===== src/rtl/multicycle_control.sv =====
// multicycle_control: multi-cycle sequencer for the simple RISC-V datapath.
// Walks each instruction through fetch/decode/execute/memory/writeback,
// arbitrating the shared ALU and the single memory port.
// Optional build macro: MULTICYCLE_CTRL_PERF_EN adds a retired-instruction
// counter on output port instret.
module multicycle_control #(
  parameter int TRAP_HALT = 1
) (
  input  logic       clk,
  input  logic       rst,
  input  logic [6:0] opcode,
  input  logic       zero,
  input  logic       mem_ready,
  output logic       mem_req,
  output logic       mem_read,
  output logic       mem_write,
  output logic       i_or_d,
  output logic       ir_write,
  output logic       pc_write,
  output logic       pc_src,
  output logic       alu_src_a,
  output logic [1:0] alu_src_b,
  output logic [1:0] alu_op,
  output logic       branch,
  output logic       reg_write,
  output logic       mem_to_reg,
  output logic       illegal,
  output logic [3:0] state
`ifdef MULTICYCLE_CTRL_PERF_EN
  ,
  output logic [31:0] instret
`endif
);

  localparam logic [3:0] S_FETCH  = 4'd0;
  localparam logic [3:0] S_DECODE = 4'd1;
  localparam logic [3:0] S_EXEC_R = 4'd2;
  localparam logic [3:0] S_EXEC_I = 4'd3;
  localparam logic [3:0] S_ADDR   = 4'd4;
  localparam logic [3:0] S_MEM_RD = 4'd5;
  localparam logic [3:0] S_MEM_WR = 4'd6;
  localparam logic [3:0] S_WB_ALU = 4'd7;
  localparam logic [3:0] S_WB_MEM = 4'd8;
  localparam logic [3:0] S_BRANCH = 4'd9;
  localparam logic [3:0] S_TRAP   = 4'd10;

  localparam logic [6:0] OP_R     = 7'b0110011;
  localparam logic [6:0] OP_I     = 7'b0010011;
  localparam logic [6:0] OP_LOAD  = 7'b0000011;
  localparam logic [6:0] OP_STORE = 7'b0100011;
  localparam logic [6:0] OP_BR    = 7'b1100011;

  logic [3:0] state_q;
  logic [3:0] state_d;

  // Next-state selection; memory states hold until the access completes.
  always_comb begin
    state_d = state_q;
    case (state_q)
      S_FETCH:  if (mem_ready) state_d = S_DECODE;
      S_DECODE: begin
        case (opcode)
          OP_R:              state_d = S_EXEC_R;
          OP_I:              state_d = S_EXEC_I;
          OP_LOAD, OP_STORE: state_d = S_ADDR;
          OP_BR:             state_d = S_BRANCH;
          default:           state_d = S_TRAP;
        endcase
      end
      S_EXEC_R: state_d = S_WB_ALU;
      S_EXEC_I: state_d = S_WB_ALU;
      S_ADDR:   state_d = (opcode == OP_LOAD) ? S_MEM_RD : S_MEM_WR;
      S_MEM_RD: if (mem_ready) state_d = S_WB_MEM;
      S_MEM_WR: if (mem_ready) state_d = S_FETCH;
      S_WB_ALU: state_d = S_FETCH;
      S_WB_MEM: state_d = S_FETCH;
      S_BRANCH: state_d = S_FETCH;
      S_TRAP:   state_d = (TRAP_HALT != 0) ? S_TRAP : S_FETCH;
      default:  state_d = S_FETCH;
    endcase
  end

  // State register; reset abandons any in-flight access.
  always_ff @(posedge clk) begin
    if (rst) state_q <= S_FETCH;
    else     state_q <= state_d;
  end

  // Control-point decode of the current state; everything is held low in reset.
  always_comb begin
    mem_req    = 1'b0;
    mem_read   = 1'b0;
    mem_write  = 1'b0;
    i_or_d     = 1'b0;
    ir_write   = 1'b0;
    pc_write   = 1'b0;
    pc_src     = 1'b0;
    alu_src_a  = 1'b0;
    alu_src_b  = 2'b00;
    alu_op     = 2'b00;
    branch     = 1'b0;
    reg_write  = 1'b0;
    mem_to_reg = 1'b0;
    illegal    = 1'b0;
    state      = 4'd0;
    if (!rst) begin
      state = state_q;
      case (state_q)
        S_FETCH: begin
          mem_req   = 1'b1;
          mem_read  = 1'b1;
          alu_src_b = 2'b01;
          // IR and PC+4 are captured only when the fetch actually lands.
          ir_write  = mem_ready;
          pc_write  = mem_ready;
        end
        S_DECODE: begin
          // Precompute the branch target into ALUOut.
          alu_src_b = 2'b10;
        end
        S_EXEC_R: begin
          alu_src_a = 1'b1;
          alu_op    = 2'b10;
        end
        S_EXEC_I: begin
          alu_src_a = 1'b1;
          alu_src_b = 2'b10;
          alu_op    = 2'b11;
        end
        S_ADDR: begin
          alu_src_a = 1'b1;
          alu_src_b = 2'b10;
        end
        S_MEM_RD: begin
          mem_req  = 1'b1;
          mem_read = 1'b1;
          i_or_d   = 1'b1;
        end
        S_MEM_WR: begin
          mem_req   = 1'b1;
          mem_write = 1'b1;
          i_or_d    = 1'b1;
        end
        S_WB_ALU: begin
          reg_write = 1'b1;
        end
        S_WB_MEM: begin
          reg_write  = 1'b1;
          mem_to_reg = 1'b1;
        end
        S_BRANCH: begin
          alu_src_a = 1'b1;
          alu_op    = 2'b01;
          branch    = 1'b1;
          pc_src    = 1'b1;
          pc_write  = zero;
        end
        S_TRAP: begin
          illegal = 1'b1;
        end
        default: ;
      endcase
    end
  end

`ifdef MULTICYCLE_CTRL_PERF_EN
  logic [31:0] instret_q;
  logic        retire;

  // An instruction retires when its last state hands control back to FETCH.
  assign retire = (state_d == S_FETCH) &&
                  ((state_q == S_WB_ALU) || (state_q == S_WB_MEM) ||
                   (state_q == S_MEM_WR) || (state_q == S_BRANCH));

  // Retired-instruction counter, wraps naturally at 32 bits.
  always_ff @(posedge clk) begin
    if (rst)         instret_q <= 32'd0;
    else if (retire) instret_q <= instret_q + 32'd1;
  end

  assign instret = rst ? 32'd0 : instret_q;
`endif

endmodule


===== config.mk =====
export PLATFORM = sky130hd
export DESIGN_NAME = multicycle_control
export DESIGN_NICKNAME = d
export VERILOG_FILES = /design/src/rtl/multicycle_control.sv
export SDC_FILE = /design/constraint.sdc
export NUM_CORES = 1
export LEC_CHECK = 0
export ABC_AREA = 1
export CAP_MARGIN = 15
export CORE_MARGIN = 8
export CORE_UTILIZATION = 39
export DETAILED_ROUTE_END_ITERATION = 10
export PLACE_DENSITY = 0.93
export REMOVE_ABC_BUFFERS = 1
export SYNTH_ARGS = -nofsm -noshare
export SYNTH_HDL_FRONTEND = slang
export SYNTH_SLANG_ARGS = --single-unit
export TNS_END_PERCENT = 50

===== constraint.sdc =====
create_clock -name clk -period 2.95 [get_ports clk]
set_input_delay 0.4425 -clock clk [delete_from_list [all_inputs] [get_ports clk]]
set_output_delay 0.4425 -clock clk [all_outputs]
set_load 0.02 [all_outputs]

* Word-level counts from Yosys, hierarchy flattened
Index checks and enable logic that the tools add are counted.
** Word-level totals
- Output and inout port bits :: 20
- RAM bits :: 0
- Bits in latches :: 0
- Register bits :: 4
- Memories kept :: 0
- ROM bits :: 0
** Operators by class
- Shift operators :: 0
- Order comparisons :: 0
- Reductions and logical operators :: 10
- Equal/unequal tests :: 18
- $add $sub $neg :: 0
- Multiplexer cells :: 33
- Div/mod/pow operators :: 0
- $mul :: 0
- Bitwise gates (word level) :: 0
** Operators by type and width (number)
- one-hot mux 4 bit (7 select lines) :: 1
- two-way mux 1 bit :: 21
- equality test 4 x 3 -> 1 bit, second input constant :: 4
- two-way mux 4 bit :: 4
- one-hot mux 4 bit (4 select lines) :: 1
- equality test 7 x 6 -> 1 bit, second input constant :: 2
- equality test 4 bit, second input constant :: 3
- OR reduction 2 bit :: 5
- equality test 4 x 2 -> 1 bit, second input constant :: 2
- equality test 7 x 2 -> 1 bit, second input constant :: 1
- equality test 7 x 5 -> 1 bit, second input constant :: 1
- equality test 7 bit, second input constant :: 1
- two-way mux 2 bit :: 3
- != test 2 bit, second input constant :: 3
- one-hot mux 2 bit (3 select lines) :: 1
- OR reduction 3 bit :: 2
- equality test 4 x 1 -> 1 bit, second input constant :: 1
- logical NOT 4 bit :: 1
- one-hot mux 2 bit (2 select lines) :: 1
- OR reduction 4 bit :: 1
- AND reduction 3 bit :: 1
- one-hot mux 1 bit (2 select lines) :: 1

* Longest topological paths before layout
- Word-level depth :: 4
- Gate-level depth with buffers :: 9
- Depth with buffers taken out :: 9

* Worst setup path after synthesis
No wires, ideal clock.
- Path type :: register to output
- From :: reg state_q[3]
- To :: out alu_src_a
- Setup slack :: 1303 ps
- Data arrival time :: 1205 ps
- Stages on the path, launching flop included :: 6
- Path buffers :: 0
- Path through :: dfxtp_1 > inv_1 > nand2_1 > nor2_1 > nor2_1 > o21ai_0
** Between the ends
- Cells in the longest elaborated chain, start to end :: 4
- Elaborated cells on any way between the ends :: 7
** Ends and longest elaborated chain
- start, declared :: RTL line 53 : logic [3:0] state_q;
- start signal, assigned :: RTL line 86 : else state_q <= state_d;
- equality test 4 bit (tied with other cells) :: RTL line 108 : case (state_q)
- OR reduction 4 bit (no source line) *
- two-way mux 1 bit * :: RTL line 108
- two-way mux 1 bit * :: RTL line 106 : if (!rst) begin
- end, declared :: RTL line 21 : output logic alu_src_a,
Mark *: on every way between the ends. The rest lies on a longest branch, timed or not.

* Final worst setup path
- From :: in rst
- To :: out pc_write
** Between the ends
- Cells in the longest elaborated chain, start to end :: 1
** Ends and longest elaborated chain
- start, declared :: RTL line 10 : input logic rst,
- two-way mux 1 bit :: RTL line 106
- end, declared :: RTL line 19 : output logic pc_write,
Every way passes these cells.

==> summary.md <==
| Metric | Value |
|---|---|
| Status | `complete, no violations` |
| Hold Fails Final Rpt | `0` |
| Final GP Congestion | `0.946` |
| Post-CTS Setup Repair Bufs | `0` |
| Clk root buf | `clkbuf_4` |
| First-pass DRT Iterations | `4` |
| Number of flip-flops in the largest register | `4` |
| Antenna violations before repair | `0` |
| #FFs+latches synth | `4` |
| DRC viols | `0` |
| Syn. warnings | `0` |
| CTS clk-pin slew, worst paths | `0.03 ns` |
| Worst setup path start | `rst` |
| Min Tclk post-route | `2.62 ns` |
| Die Y-Extent | `52.5 um` |
| CP Class | `in -> out` |
| RSZ-0062 raised after global routing | `no` |
| # port buffers | `30` |
| Static leakage | `0.449 nW` |
| Hold Path Origin | `state_q[2]$_SDFFE_PP0P_` |
| GR Overflow Total | `0` |
| Resize count post-CTS | `0` |
| DP Wirelength | `1520 um` |
| Skew final | `0.00294 ns` |
| Peak supply drop | `0.000488 V` |
| Total Die Area | `2760 um2` |
| Worst slew pin tran | `0.335 ns` |
| Total Power | `692 uW` |
| Hold_buf cts | `0` |
| Number of H-tree levels | `1` |
| FP Rows | `13` |
| Layout cell share with drive strength beyond 1 | `8.57%` |
| TNS Setup | `0 ns` |
| Fin nets | `153` |
| First-pass GRT wire length | `2790 um` |
| Total track usage | `12.7%` |
| Seq/Total Area, Yosys | `15.4%` |
| Synth top area cells | `nand2_1 (27%), nor2_1 (17%), dfxtp_1 (15%), inv_1 (13%), nand2_2 (4.8%)` |
| Max-slew violations | `0` |
| Per-cell routed wire length | `11.2 um` |
| Avg Inst Size Synth | `4.82 um2` |
| CTS buffer count | `3` |
| Ant diodes | `0` |
| Max-cap violation count | `0` |
| Critical Path Start Type | `input port` |
| Area growth, synth to finish | `64.9%` |
| Num Clock Sinks | `4` |
| DRT antenna net count | `0` |
| Synthesized area | `520 um2` |
| CP arrival | `2.18 ns` |
| Most flops, register | `state_q` |
| Clock Tree Buf Depth | `2` |
| Worst slew margin | `77.6%` |
| # setup viols final | `0` |
| R2R Setup Slk | `1.71 ns` |
| Element type at the critical path end | `output port` |
| Largest registers | `state_q x4` |
| Reg-to-Reg Start | `state_q[0]$_SDFFE_PP0P_` |
| Worst path required time | `2.51 ns` |
| Max frequency | `381 MHz` |
| Crit path max fanout | `9` |
| CTS tree | `done` |
| Vias in the first global route | `712` |
| Hold crit path type | `reg -> reg` |
| I/O pins | `31` |
| Initial Util | `41.0%` |
| CORE AREA | `1270 um2` |
| Count of cell types in the netlist | `16` |
| Crit share post-route | `89.0%` |
| Via density | `4.92` |
| Die extent in x | `52.5 um` |
| Area leader, netlist | `nand2_1` |
| Vias post-DR | `762` |
| Largest net degree at the start of global routing | `10` |
| Pwr dens | `807 nW/um2` |
| DRT iter0 DRCs | `29` |
| Latest clock arrival within the worst-skew pair | `0.23 ns` |
| Post-synthesis cell count | `108` |
| Final WL | `1740 um` |
| Area share of the largest cell type after synthesis | `26.7%` |
-- synthesized netlist by cell type --
master     n
a21oi_1    4
a31o_2     1
buf_4      1
clkbuf_1   1
clkinv_2   1
dfxtp_1    4
inv_1     18
nand2_1   37
nand2_2    4
nand3_1    5
nor2_1    23
nor2_2     1
nor2_4     1
nor3_1     4
o21ai_0    2
o21ai_1    1
-- worst max-delay path: stages --
cell             delay (ns)
clkdlybuf4s50_1        0.58
inv_1                  0.21
nand2_1                0.12
inv_1                  0.10
nand2_1                0.05
o21ai_0                0.06
clkdlybuf4s50_1        0.62
-- cells by family after synthesis --
group	share of synthesized area (%)
compound gates	8.41
buf+inv	16.1
flops	15.4
simple gates	60.1
-- through the flow --
| stage | cell area [um2] | setup WS [ns] | util (%) | hold WS (ns) | cells |
|---|---|---|---|---|---|
| floorplan | 509 | 1.20 | - | 0.514 | 106 |
| detailed placement | 836 | 0.341 | 65.9 | 0.646 | 152 |
| finish | 858 | 0.325 | 67.7 | 0.664 | 155 |
| global route | 858 | 0.225 | 67.7 | 0.714 | 155 |
| global placement | 836 | 0.411 | 65.9 | 0.615 | 152 |
| CTS | 858 | 0.336 | 67.7 | 0.655 | 155 |
-- power by group --
| part | internal (mW) | switching, mW | leakage, nW |
|---|---|---|---|
| combinational | 0.205 | 0.320 | 0.402 |
| clock | 0.0453 | 0.0199 | 0.0138 |
| sequential | 0.0760 | 0.0260 | 0.0330 |
-- cell type report --
type | instances | area, um2
Tap cell | 15 | 18.8
Sequential cell | 4 | 80.1
Clock buffer | 3 | 22.5
Timing Repair Buffer | 31 | 308
Multi-Input combinational cell | 83 | 357
Inverter | 19 | 72.6
Fill cell | 129 | 410
-- cells in the final DEF (no fill, tap or decap) --
master            n
nand2_1          37
clkdlybuf4s50_1  30
nor2_1           23
inv_1            18
nand3_1           5
nor3_1            4
nand2_2           4
a21oi_1           4
dfxtp_1           4
clkbuf_4          3
o21ai_0           2
nor2_2            1
clkinv_2          1
a31o_2            1
nor2_4            1
o21ai_1           1
buf_4             1
-- per-layer routing --
layer,part of all wire (%),track usage (%),vias to the layer above,wire length (um)
met5,0,0,-,0
met4,1.0,6.47,0,18
met3,7.8,1.14,2,135
met2,50,23.3,34,870
met1,41,13.9,332,713
li1,-,-,394,-
-- worst paths after layout --
| kind | end | depth (start not counted) |
|---|---|---|
| setup / recovery | pc_write | 7 |
| hold / removal | state_q[2]$_SDFFE_PP0P_ | 4 |
| setup reg to reg | state_q[0]$_SDFFE_PP0P_ | 9 |
| hold reg to reg | state_q[2]$_SDFFE_PP0P_ | 4 |
Note: power is estimated with default switching activity, not from simulation.
